<file path="config.mk">
export PLATFORM = sky130hd
export DESIGN_NAME = adc_scan_scheduler
export DESIGN_NICKNAME = d
export VERILOG_FILES = /design/src/rtl/adc_pkg.sv /design/src/rtl/rr_arbiter.sv /design/src/rtl/adc_scan_scheduler.sv
export SDC_FILE = /design/constraint.sdc
export NUM_CORES = 1
export LEC_CHECK = 0
export ABC_AREA = 1
export BUFFER_PORTS_ARGS = -buffer_cell sky130_fd_sc_hd__buf_2
export CAP_MARGIN = 30
export CORE_ASPECT_RATIO = 1.4
export CORE_MARGIN = 5
export CORE_UTILIZATION = 50
export CTS_BUF_LIST = sky130_fd_sc_hd__clkbuf_4 sky130_fd_sc_hd__clkbuf_8 sky130_fd_sc_hd__clkbuf_16
export DETAILED_ROUTE_END_ITERATION = 10
export HOLD_SLACK_MARGIN = 0.05
export PLACE_DENSITY_LB_ADDON = 0.08
export RECOVER_POWER = 25
export SLEW_MARGIN = 0
export SYNTH_ARGS = -nofsm -noshare
export SYNTH_HDL_FRONTEND = slang
export SYNTH_SLANG_ARGS = --single-unit
</file>
<file path="constraint.sdc">
create_clock -name clk -period 5 [get_ports clk]
set_input_delay 0 -clock clk [delete_from_list [all_inputs] [get_ports clk]]
set_output_delay 0 -clock clk [all_outputs]
set_load 0.02 [all_outputs]
</file>
<file path="src/rtl/adc_pkg.sv">
// Shared types and constants for the 8-channel, 12-bit ADC scheduler.
package adc_pkg;
  localparam int N_CH   = 8;
  localparam int CH_W   = 3;
  localparam int DATA_W = 12;

  typedef logic [CH_W-1:0]   adc_ch_t;
  typedef logic [DATA_W-1:0] adc_data_t;

  typedef enum logic [1:0] {IDLE, ISSUE, WAIT, STORE} sched_state_t;

  // First channel enabled in mask at or above start, wrapping 7 -> 0.
  // Returns start unchanged when the mask is empty.
  function automatic adc_ch_t next_set_ch(input logic [N_CH-1:0] mask, input adc_ch_t start);
    adc_ch_t ch;
    logic    found;
    next_set_ch = start;
    found       = 1'b0;
    for (int i = 0; i < N_CH; i++) begin
      ch = start + adc_ch_t'(i);
      if (!found && mask[ch]) begin
        next_set_ch = ch;
        found       = 1'b1;
      end
    end
  endfunction
endpackage

</file>
<file path="src/rtl/rr_arbiter.sv">
// Round-robin arbiter: one-hot grant to the first active request at or above ptr, with wrap.
module rr_arbiter #(
  parameter int N = 2,
  localparam int PTR_W = (N > 1) ? $clog2(N) : 1
) (
  input  logic [N-1:0]     req,
  input  logic [PTR_W-1:0] ptr,
  output logic [N-1:0]     gnt
);
  logic found;

  // Two passes avoid a computed index: upper half from ptr first, then the wrapped part.
  always_comb begin
    gnt   = '0;
    found = 1'b0;
    for (int i = 0; i < N; i++) begin
      if (!found && req[i] && (i >= int'(ptr))) begin
        gnt[i] = 1'b1;
        found  = 1'b1;
      end
    end
    for (int i = 0; i < N; i++) begin
      if (!found && req[i] && (i < int'(ptr))) begin
        gnt[i] = 1'b1;
        found  = 1'b1;
      end
    end
  end
endmodule

</file>
<file path="src/rtl/adc_scan_scheduler.sv">
// Shares the ADC frame engine between round-robin requesters and a masked background scan.
// Define ADC_TIMEOUT_EN to abort conversions whose conv_done never arrives.
module adc_scan_scheduler
  import adc_pkg::*;
#(
  parameter int N_REQ    = 2,
  parameter int SCAN_GAP = 1000,
  parameter int TIMEOUT  = 256
) (
  input  logic                   clk,
  input  logic                   reset,
  input  logic                   scan_en,
  input  logic [N_CH-1:0]        scan_mask,
  input  logic [N_REQ-1:0]       req_valid,
  input  logic [N_REQ*CH_W-1:0]  req_ch,
  output logic [N_REQ-1:0]       req_ready,
  output logic [N_REQ-1:0]       rsp_valid,
  output logic [DATA_W-1:0]      rsp_data,
  output logic                   conv_start,
  output logic [CH_W-1:0]        conv_ch,
  input  logic                   conv_busy,
  input  logic                   conv_done,
  input  logic [DATA_W-1:0]      conv_data,
  output logic [N_CH*DATA_W-1:0] ch_data,
  output logic [N_CH-1:0]        ch_upd,
  output logic                   err_timeout
);
  localparam int PTR_W = (N_REQ > 1) ? $clog2(N_REQ) : 1;
  localparam int GAP_W = $clog2(SCAN_GAP + 1);
  localparam int TMO_W = $clog2(TIMEOUT + 1);

  sched_state_t                   state_q, state_d;
  logic [PTR_W-1:0]               rr_ptr_q, rr_ptr_d;
  adc_ch_t                        scan_ptr_q, scan_ptr_d;
  logic [GAP_W-1:0]               gap_q, gap_d;
  adc_ch_t                        ch_q, ch_d;
  logic                           src_req_q, src_req_d;
  logic [N_REQ-1:0]               gnt_q, gnt_d;
  adc_data_t                      res_q, res_d;
  logic [N_CH-1:0][DATA_W-1:0]    bank_q, bank_d;
  logic [TMO_W-1:0]               tmo_q, tmo_d;
`ifdef ADC_TIMEOUT_EN
  logic                           err_q, err_d;
`endif

  logic [N_REQ-1:0] arb_gnt;
  adc_ch_t          arb_ch;
  logic [PTR_W-1:0] gnt_next;

  rr_arbiter #(.N(N_REQ)) u_arb (
    .req (req_valid),
    .ptr (rr_ptr_q),
    .gnt (arb_gnt)
  );

  always_comb begin
    arb_ch   = '0;
    gnt_next = '0;
    for (int i = 0; i < N_REQ; i++) begin
      if (arb_gnt[i]) arb_ch = req_ch[CH_W*i +: CH_W];
      if (gnt_q[i])   gnt_next = PTR_W'((i + 1) % N_REQ);
    end
  end

  always_comb begin
    state_d    = state_q;
    rr_ptr_d   = rr_ptr_q;
    scan_ptr_d = scan_ptr_q;
    gap_d      = gap_q;
    ch_d       = ch_q;
    src_req_d  = src_req_q;
    gnt_d      = gnt_q;
    res_d      = res_q;
    bank_d     = bank_q;
    tmo_d      = tmo_q;
`ifdef ADC_TIMEOUT_EN
    err_d      = err_q;
`endif
    conv_start = 1'b0;
    req_ready  = '0;
    rsp_valid  = '0;
    rsp_data   = '0;
    ch_upd     = '0;

    if (gap_q != '0) gap_d = gap_q - 1'b1;

    case (state_q)
      IDLE: begin
        if (!conv_busy) begin
          if (|req_valid) begin
            state_d   = ISSUE;
            src_req_d = 1'b1;
            gnt_d     = arb_gnt;
            ch_d      = arb_ch;
          end else if (scan_en && (|scan_mask) && (gap_q == '0)) begin
            state_d   = ISSUE;
            src_req_d = 1'b0;
            gnt_d     = '0;
            ch_d      = next_set_ch(scan_mask, scan_ptr_q);
          end
        end
      end
      ISSUE: begin
        conv_start = 1'b1;
        tmo_d      = TMO_W'(TIMEOUT - 1);
        if (src_req_q) begin
          req_ready = gnt_q;
          rr_ptr_d  = gnt_next;
        end
        state_d = WAIT;
      end
      WAIT: begin
        if (tmo_q != '0) tmo_d = tmo_q - 1'b1;
        if (conv_done) begin
          res_d   = conv_data;
          state_d = STORE;
        end
`ifdef ADC_TIMEOUT_EN
        else if (tmo_q == '0) begin
          err_d   = 1'b1;
          state_d = IDLE;
          if (src_req_q) begin
            rsp_valid = gnt_q;
            rsp_data  = '1;
          end
        end
`endif
      end
      STORE: begin
        ch_upd       = N_CH'(1) << ch_q;
        bank_d[ch_q] = res_q;
        if (src_req_q) begin
          rsp_valid = gnt_q;
          rsp_data  = res_q;
        end else begin
          scan_ptr_d = next_set_ch(scan_mask, ch_q + 1'b1);
          gap_d      = GAP_W'(SCAN_GAP);
        end
        state_d = IDLE;
      end
      default: state_d = IDLE;
    endcase
  end

  always_ff @(posedge clk or posedge reset) begin
    if (reset) begin
      state_q    <= IDLE;
      rr_ptr_q   <= '0;
      scan_ptr_q <= '0;
      gap_q      <= '0;
      ch_q       <= '0;
      src_req_q  <= 1'b0;
      gnt_q      <= '0;
      res_q      <= '0;
      bank_q     <= '0;
      tmo_q      <= '0;
    end else begin
      state_q    <= state_d;
      rr_ptr_q   <= rr_ptr_d;
      scan_ptr_q <= scan_ptr_d;
      gap_q      <= gap_d;
      ch_q       <= ch_d;
      src_req_q  <= src_req_d;
      gnt_q      <= gnt_d;
      res_q      <= res_d;
      bank_q     <= bank_d;
      tmo_q      <= tmo_d;
    end
  end

`ifdef ADC_TIMEOUT_EN
  always_ff @(posedge clk or posedge reset) begin
    if (reset) err_q <= 1'b0;
    else       err_q <= err_d;
  end
  assign err_timeout = err_q;
`else
  assign err_timeout = 1'b0;
`endif

  assign conv_ch = ch_q;
  assign ch_data = bank_q;
endmodule

</file>
# Word-level counts from Yosys, hierarchy flattened
# Index checks and enable logic that the tools add are counted.
dict set report word_totals {
  output_inout_bits 125
  mem_bits_rw 0
  in_bits 33
  register_bits 130
  latchBits 0
  memories 0
  word_cells 243
  rom_bits 0
}
dict set report classes {
  n_addsub 16
  n_eq_ne 6
  n_reduce_logical 48
  shifts 1
  n_bitwise 2
  multipliers 0
  n_lt_le_gt_ge 20
  div_mod_pow 0
  muxes 134
}
# cell n
set ops {}
lappend ops {{bitwise mux 96 bit} 1}
lappend ops {{2-to-1 mux 1 bit} 81}
lappend ops {{< comparator 3 x 4 -> 1 bit (second input constant)} 17}
lappend ops {{2-to-1 mux 3 bit} 18}
lappend ops {{binary-select mux 1 bit (select 3 bit)} 16}
lappend ops {{demux 12 bit (select 3 bit)} 1}
lappend ops {{2-to-1 mux 12 bit} 3}
lappend ops {{2-to-1 mux 10 bit} 3}
lappend ops {{adder 3 bit (second input constant)} 8}
lappend ops {{logical AND 1 bit} 21}
lappend ops {{2-to-1 mux 2 bit} 9}
lappend ops {{zero test 1 bit} 16}
lappend ops {{adder 3 x 2 -> 3 bit (second input constant)} 4}
lappend ops {{zero test 10 bit} 1}
lappend ops {{nonzero test 10 bit} 1}
lappend ops {{subtractor 10 x 1 -> 10 bit (second input constant)} 1}
lappend ops {{adder 3 x 1 -> 3 bit (second input constant)} 3}
lappend ops {{2-to-1 mux 8 bit} 1}
lappend ops {{one-hot mux 2 bit (4 select lines)} 1}
lappend ops {{OR reduction 8 bit} 1}
lappend ops {{<< shifter 1 x 3 -> 8 bit (first input constant)} 1}
lappend ops {{AND reduction 2 bit} 3}
lappend ops {{AND reduction 3 bit} 2}
lappend ops {{== test 2 bit (second input constant)} 2}
lappend ops {{10 further kinds} 12}

# Depth between registers and ports, before layout
# Gate-level depths: netlist of run 1.
dict set report depth {
  ltp_word 54
  ltp_mapped 22
  mapped_depth_nobuf 19
}

# Modules after synthesis
# From an unflattened synthesis of run 1, not the netlist that was laid out.
dict set report hier_totals {
  cells_unflattened 835
  area_unflattened_um2 6602.6
}
# mod seq_area_each_um2 area_each_um2 n_inst cells_per_inst
set by_module_without_submodules {}
lappend by_module_without_submodules {adc_scan_scheduler 3253.1 6575.1 1 831}
lappend by_module_without_submodules {rr_arbiter 0.0 27.5 1 4}

# Worst setup path before layout of run 1
# Ideal clock, no wire load.
dict set report synth_timing {
  path_type {reg2reg}
  startpoint {reg ch_q[0], in the netlist conv_ch[0]}
  endpoint {reg scan_ptr_q[1]}
  slack_ns 2.453
  t_required_ns 4.884
  period_less_slack_ns 2.547
  setup_ns 0.116
  t_arrival_ns 2.431
  path_stages_with_launch 20
  n_path_buf 3
  cell_sequence {dfrtp_1 -> buf_6 -> inv_2 -> ha_1 -> buf_6 -> xor2_4 -> buf_6 -> nand2_1 -> o21ai_1 -> o21ai_2 -> nor2_4 -> nand2_2 -> nor2_4 -> nand2_2 -> nand2_1 -> inv_1 -> nand2_1 -> nand2_1 -> nand2_1 -> nand2_1}
}
dict set report synth_via {
  elab_chain_len 39
  word_cells_on_any_way 66
  cone_classes {8 x add/sub; 44 x mux; 14 x reduce/logical}
}
# item line_no
set synth_rtl {}
lappend synth_rtl {{start: declaration} adc_scan_scheduler.sv:36} ;# adc_ch_t ch_q, ch_d;
lappend synth_rtl {{start signal: assignment} adc_scan_scheduler.sv:162} ;# ch_q <= ch_d;
lappend synth_rtl {{adder 3 x 1 -> 3 bit *} adc_scan_scheduler.sv:136} ;# scan_ptr_d = next_set_ch(scan_mask, ch_q + 1'b1);
lappend synth_rtl {{binary-select mux 1 bit (select 3 bit)} adc_pkg.sv:21} ;# if (!found && mask[ch]) begin
lappend synth_rtl {{2-to-1 mux 1 bit (not written as such)} adc_pkg.sv:21}
lappend synth_rtl {{2-to-1 mux 1 bit} adc_pkg.sv:21}
lappend synth_rtl {{2-to-1 mux 1 bit} adc_scan_scheduler.sv:132} ;# if (src_req_q) begin
lappend synth_rtl {{2-to-1 mux 1 bit} adc_scan_scheduler.sv:87} ;# case (state_q)
lappend synth_rtl {{zero test 1 bit} adc_pkg.sv:21}
lappend synth_rtl {{logical AND 1 bit} adc_pkg.sv:21}
lappend synth_rtl {{[23 not listed]} n/a}
lappend synth_rtl {{zero test 1 bit} adc_pkg.sv:21}
lappend synth_rtl {{logical AND 1 bit} adc_pkg.sv:21}
lappend synth_rtl {{2-to-1 mux 1 bit} adc_pkg.sv:21}
lappend synth_rtl {{2-to-1 mux 1 bit} adc_scan_scheduler.sv:132}
lappend synth_rtl {{2-to-1 mux 1 bit} adc_scan_scheduler.sv:87}
lappend synth_rtl {{zero test 1 bit} adc_pkg.sv:21}
lappend synth_rtl {{logical AND 1 bit} adc_pkg.sv:21}
lappend synth_rtl {{2-to-1 mux 3 bit *} adc_pkg.sv:21}
lappend synth_rtl {{end signal: assignment} adc_scan_scheduler.sv:160} ;# scan_ptr_q <= scan_ptr_d;
lappend synth_rtl {{end: declaration} adc_scan_scheduler.sv:34} ;# adc_ch_t scan_ptr_q, scan_ptr_d;
# Every way passes the cells marked *; elsewhere a longest branch is shown, timed or not. The select of a mux whose other input is x is not followed.
# A chain may end at the register's enable or synchronous reset.

# Worst setup path after layout of run 1
dict set report layout_timing {
  startpoint {reg gap_q[0]}
  endpoint {reg ch_q[0], in the netlist conv_ch[0]}
}
dict set report layout_via {
  elab_chain_len 4
}
# item line_no
set layout_rtl {}
lappend layout_rtl {{start: declaration} adc_scan_scheduler.sv:35} ;# logic [GAP_W-1:0] gap_q, gap_d;
lappend layout_rtl {{start signal: assignment} adc_scan_scheduler.sv:161} ;# gap_q <= gap_d;
lappend layout_rtl {{zero test 10 bit} adc_scan_scheduler.sv:95} ;# end else if (scan_en && (|scan_mask) && (gap_q == '0)) begin
lappend layout_rtl {{logical AND 1 bit} adc_scan_scheduler.sv:95}
lappend layout_rtl {{nonzero test 2 bit (no source line)} n/a}
lappend layout_rtl {{AND reduction 3 bit (no source line)} n/a}
# No other way between the ends.

==> results of run 1 <==
## area by class of cell
class	count	area, um^2
inverter	77	290
clock buffer	17	425
sequential	130	3250
tap	182	228
fill	1211	4840
multi-input combinational	604	3050
clock inverter	15	206
timing repair buffer	183	1020
## stage by stage
stage	total power [mW]	utilization [%]	hold WS (ps)	cells
5_1_grt	7.57	63.6	200	1208
3_3_place_gp	5.62	57.2	250	1151
2_1_floorplan	4.64	-	159	843
6_report	7.00	63.6	121	1208
3_5_place_dp	5.67	57.4	77.7	1152
4_1_cts	7.04	64.0	114	1208
## where the power goes
part	internal (mW)	switching, mW
combinational	1.17	2.64
clock	0.840	0.489
sequential	1.52	0.348
total	3.53	3.48
## worst paths after layout
check / cells past startpoint / slack (ps) / endpoint
max: 11 / 1360 / conv_ch[0]
min: 6 / 120 / state_q[1]
max reg2reg: 11 / 1360 / conv_ch[0]
min reg2reg: 2 / 480 / ch_data[45]
max in group asynchronous: 4 / 1580 / ch_data[9]
min in group asynchronous: 3 / 550 / ch_data[56]
## worst register-to-register path, cell delays in order (launching register included)
cell	delay (ps)
dfrtp_1	360
inv_1	160
ha_1	190
nand3_1	120
nor3_4	310
inv_1	190
o21ai_1	210
nand3_1	410
a221oi_1	360
dlygate4sd3_1	600
a21boi_1	60
dlygate4sd3_1	550
## registers in the layout, summed over array words and instances (netlist names)
register    flops
scan_ptr_q      3
ch_data        96
gnt_q           2
conv_ch         3
rr_ptr_q        1
res_q          12
src_req_q       1
state_q         2
gap_q          10
## logic make-up (layout without fill, tap and decap cells)
family                     after synthesis  count (layout)  synth area share [%]
and+or+nand+nor                        399             399                  25.9
AOI/OAI and AO/OA                      175             175                  13.9
DFF                                    130             130                  48.0
buffers and inverters                  109             292                  6.95
adders and majority gates               16              16                  2.96
xor gates and xnor gates                13              13                  2.18
other                                    1               1                0.0554
## repair_timing
item / 4_1_cts / 5_1_grt
buffers inserted: 0 / 0
hold endpoints to repair: 56 / 0
endpoints found under the setup margin: 0 / 0
resized for setup: 0 / 0
hold buffers: 24 / 0
## layout by cell type (no fill, tap or decap), types with 3 or more instances in the layout
cell / count
nand4_1: 9
o21ai_1: 12
nand3_2: 5
o21ai_2: 4
nand2_4: 3
o21ai_0: 107
clkbuf_16: 17
nor3_1: 4
nand2_1: 234
inv_6: 3
ha_1: 16
dfrtp_1: 130
inv_1: 58
a21oi_1: 38
clkinv_4: 4
nor2_1: 78
dlygate4sd3_1: 24
nand3_1: 47
buf_2: 143
inv_2: 6
clkinv_1: 12
xor2_1: 5
xnor2_1: 5
nand2_2: 9
bufinv_16: 4
clkbuf_1: 14
## routing by layer
metal	part of all wire (%)	vias to the layer above	GRT usage, %
met4	2.7	0	9.16
met5	0	-	0
met1	38	2936	29.4
met3	5.4	40	5.24
met2	53	186	46.5
li1	-	3059	-
==> flow_summary.json, run 1 <==
{
  "cts_buffers": 17,
  "cp_slowest_cell": "dlygate4sd3_1",
  "via_count": 6221,
  "ant_nets": 0,
  "yosysTopAreaCell": "dfrtp_1",
  "crit_start": "gap_q[0]",
  "areaGrowthSynthToFinish_pct": 25.2,
  "wl_per_cell_um": 16.3,
  "path_class": "reg2reg",
  "rsz0062_at_grt": "false",
  "grt_pass1_vias": 6227,
  "slew-limit-headroom_pct": -59.1,
  "outcome": "finished, violations left",
  "rows": 50,
  "critPathArrivalTime_ps": 3940,
  "synth.top_cell.area_share_pct": 48.0,
  "grt_usage_pct": 25.6,
  "dpl_cell_area_mm2": 0.00765,
  "finalWorstSetupSlack_ps": 1360,
  "ys_seq_area_share_pct": 48.0,
  "critical_path_required_ps": 5290,
  "violations": "capacitance limit, slew limit",
  "min_path_type": "in2reg",
  "clk_latency_ps": 420,
  "setup_viol": 0,
  "final_area_mm2": 0.00848,
  "cp_top_family": "buffers and inverters",
  "power_density_mw_per_mm2": 826,
  "cts_tree": "yes",
  "crit_chain": "inv_1, ha_1, nand3_1, nor3_4, inv_1, o21ai_1, nand3_1, a221oi_1, dlygate4sd3_1, a21boi_1, dlygate4sd3_1",
  "yosysUniqueCellTypes": 45,
  "cap_violations": 2,
  "wl_mm": 19.6,
  "start_util_pct": 50.8,
  "layout-drive-gt1-share_pct": 21.5,
  "io_pins": 158,
  "tightestPinTransition_ps": 2390,
  "async_reset_ff_share_pct": 100,
  "pre_cts_slack_ps": 1560,
  "fin_skew_ps": 9.40,
  "drt_pass1_iterations": 5,
  "die-area_mm2": 0.0160,
  "htreeDepth": 4,
  "num-nets-final": 1062,
  "path_clk_slew_ps": 60,
  "syn_avg_cell_area_um2": 8.03,
  "cp-start-kind": "register",
  "grt-ovfl-total": 0,
  "gp_congestion": 0.890,
  "fmax_mhz": 275,
  "grt_max_degree": 48,
  "remaining_drc_errors": 0,
  "leakagePower_nw": 4.40,
  "diodes": 0,
  "finalHoldViolCount": 0,
  "synth_seq_cells": 130,
  "antenna_found_initial": 0,
  "peakVddDrop_v": 0.000405,
  "grt_first_pass_wirelength_mm": 31.9,
  "period_needed_ps": 3640,
  "cpPeakStageDelay_ps": 600,
  "synth_top_cells_by_area": "dfrtp_1 (48%), nand2_1 (13%), o21ai_0 (7.9%), nor2_1 (4.3%), nand3_1 (3.5%)",
  "synth_cells": 843,
  "critPathMaxFanout": 12,
  "cp_num_buf_inv": 4,
  "fp.dieW_um": 108,
  "synth_area_mm2": 0.00677,
  "fin_tns_setup_ps": 0,
  "worstSetupEndpointType": "register",
  "dp_hpwl_mm": 14.2,
  "timing.final.max_slew_violations": 87,
  "synth_commonest_cells": "nand2_1 (234), dfrtp_1 (130), o21ai_0 (107)",
  "synth_most_common_cell": "nand2_1",
  "synth_edf_count": 0,
  "r2r-start": "gap_q[0]",
  "io_buffers": 156,
  "cts_root_buf": "clkbuf_16",
  "drt_iter0_markers": 305,
  "cts_num_sinks": 130,
  "hp-start": "conv_busy",
  "clock_path_buffers": 2,
  "synth_fp_nets": 892,
  "vias_per_cell": 5.15,
  "fp.dieH_um": 148,
  "synth_top_flop_cell": "dfrtp_1",
  "finalCritPeriodShare_pct": 72.8,
  "yosysWarnings": 0,
  "core_mm2": 0.0133
}
Note: power is estimated with default switching activity, not from simulation.
==> run 2: changes to the inputs <==
==> constraint.sdc (replaced) <==
create_clock -name clk -period 3.7 [get_ports clk]
set_input_delay 0 -clock clk [delete_from_list [all_inputs] [get_ports clk]]
set_output_delay 0 -clock clk [all_outputs]
set_load 0.02 [all_outputs]
==> run 2 against run 1 <==
Maximum frequency is 13% higher. Wire length fell by 1.8%. Setup slack lost 870 ps. Highest routed layer unchanged. The flow still finishes with violations (capacitance limit, slew limit).
==> flow_summary.json, run 2 (synthesis gave the netlist of run 1 again) <==
{
  "finalHoldViolCount": 0,
  "io_pins": 158,
  "drt_iter0_markers": 322,
  "multi_input_comb_area_mm2": 0.00305,
  "final_common_cell": "nand2_1",
  "critical_path_required_ps": 3990,
  "fp.dieW_um": 108,
  "fp.dieH_um": 148,
  "io_buffers": 156,
  "timing.final.max_slew_violations": 45,
  "gp_congestion": 0.942,
  "seq_area_mm2": 0.00325,
  "hold_end": "state_q[1]",
  "min_path_type": "in2reg",
  "holdBufCountCts": 23,
  "slew-limit-headroom_pct": -31.8,
  "worstRegToRegCells": 10,
  "postCtsSetupRepairBufs": 0,
  "hp-start": "conv_busy",
  "fmax_mhz": 312,
  "setup_viol": 0,
  "path_clk_slew_ps": 60,
  "rows": 50,
  "remaining_drc_errors": 0,
  "tightestPinTransition_ps": 1970,
  "largest_reg_flops": 96,
  "cp_num_buf_inv": 3,
  "cpPeakStageDelay_ps": 640,
  "grt_usage_pct": 25.1,
  "leakagePower_nw": 4.26,
  "antenna_found_initial": 0,
  "rsz0062_at_grt": "false",
  "num-nets-final": 1061,
  "cts_buffers": 17,
  "holdPathStages": 6,
  "r2r-end": "conv_ch[1]",
  "crit_chain": "inv_1, ha_1, nand3_1, nor3_4, inv_1, o21ai_1, nand3_1, a221oi_1, dlygate4sd3_1, a21oi_2",
  "peakVddDrop_v": 0.000587,
  "cp_top_family": "buffers and inverters",
  "fin_skew_ps": 12.7,
  "violations": "capacitance limit, slew limit",
  "drt_pass1_iterations": 5,
  "grt_first_pass_wirelength_mm": 31.1,
  "dp_hpwl_mm": 14.1,
  "start_util_pct": 50.8,
  "grt-ovfl-total": 0,
  "dpl_cell_area_mm2": 0.00764,
  "layout-drive-gt1-share_pct": 17.8,
  "postLayoutCoreUtil_pct": 62.9,
  "pre_cts_slack_ps": 768,
  "r2r_slack_ps": 490,
  "wl_mm": 19.3,
  "period_needed_ps": 3210,
  "ctsResizeCount": 0,
  "htreeDepth": 4,
  "cp-start-kind": "register",
  "grt_max_degree": 87,
  "wl_per_cell_um": 16.0,
  "diodes": 0,
  "die-area_mm2": 0.0160,
  "fillers": 1253,
  "clock_path_buffers": 2,
  "layout_common_cells": "nand2_1 (234), dfrtp_1 (130), o21ai_0 (107)",
  "clk_latency_ps": 410,
  "finalPower_mw": 9.26,
  "critPathArrivalTime_ps": 3500,
  "power_density_mw_per_mm2": 1100,
  "fin_tns_setup_ps": 0,
  "finalCritPeriodShare_pct": 86.7,
  "areaGrowthSynthToFinish_pct": 23.8,
  "cts_tree": "yes",
  "worstSetupEndpointType": "register",
  "cp_slowest_cell": "dlygate4sd3_1",
  "r2r-start": "gap_q[0]",
  "cts_num_sinks": 130,
  "grt_pass1_vias": 6163,
  "cts_root_buf": "clkbuf_16",
  "path_class": "reg2reg",
  "via_count": 6170,
  "outcome": "finished, violations left",
  "final_area_mm2": 0.00838,
  "ant_nets": 0,
  "vias_per_cell": 5.11,
  "critPathMaxFanout": 12,
  "core_mm2": 0.0133,
  "cap_violations": 1,
  "finalWorstSetupSlack_ps": 491
}
[run 2: cell count changes in the layout (fill, tap and decap cells not counted)]
cell / delta
buf_2: -40
clkbuf_1: +39
inv_6: +4
bufinv_16: -3
clkinv_4: -2
buf_12: +1
clkbuf_8: +1
clkinv_2: -1
dlygate4sd3_1: -1
inv_8: +1
[run 2: per-stage QoR]
step / hold slack [ps] / std cells
4_1_cts: 112 / 1207
2_1_floorplan: 159 / 843
5_1_grt: 193 / 1207
3_5_place_dp: 104 / 1152
6_report: 121 / 1207
3_3_place_gp: 99.9 / 1152
[run 2: worst max-delay path by stage]
stage,startpoint,cells after the start,to
final,gap_q[0],10,conv_ch[1]
after detailed placement,conv_ch[1],18,scan_ptr_q[1]
after CTS,gap_q[0],10,conv_ch[1]
after floorplan,reset,1,ch_data[0]
after global placement,conv_ch[1],18,scan_ptr_q[1]
after global routing,gap_q[0],10,conv_ch[0]
[run 2: worst reg2reg max path, delay by kind of cell, from the launching register on]
| family | cells | cell delay [ps] |
|---|---|---|
| AOI/OAI and AO/OA | 3 | 680 |
| adders and majority gates | 1 | 190 |
| buffers and inverters | 3 | 980 |
| DFF | 1 | 370 |
| and+or+nand+nor | 3 | 870 |
[run 2: final cells by class]
cell class	count	area share (%)
sequential	130	38.8
multi-input combinational	604	36.4
timing repair buffer	182	11.7
clock buffer	18	5.24
inverter	77	3.46
tap	182	2.72
clock inverter	14	1.67
[run 2: power breakdown]
group / switching (mW) / internal [mW] / total [mW] / leakage, nW
registers: 0.425 / 2.05 / 2.48 / 1.56
clock network: 0.669 / 0.962 / 1.63 / 0.281
logic: 3.63 / 1.53 / 5.15 / 2.41
total: 4.72 / 4.54 / 9.26 / 4.26
[run 2: layer usage]
layer  vias up  routed length (um)  GRT usage [%]
li1       3077                   -              -
met1      2889                7700           29.5
met2       165               10100           44.7
met3        39                 968           5.46
met4         0                 506           8.53
met5         -                   0              0
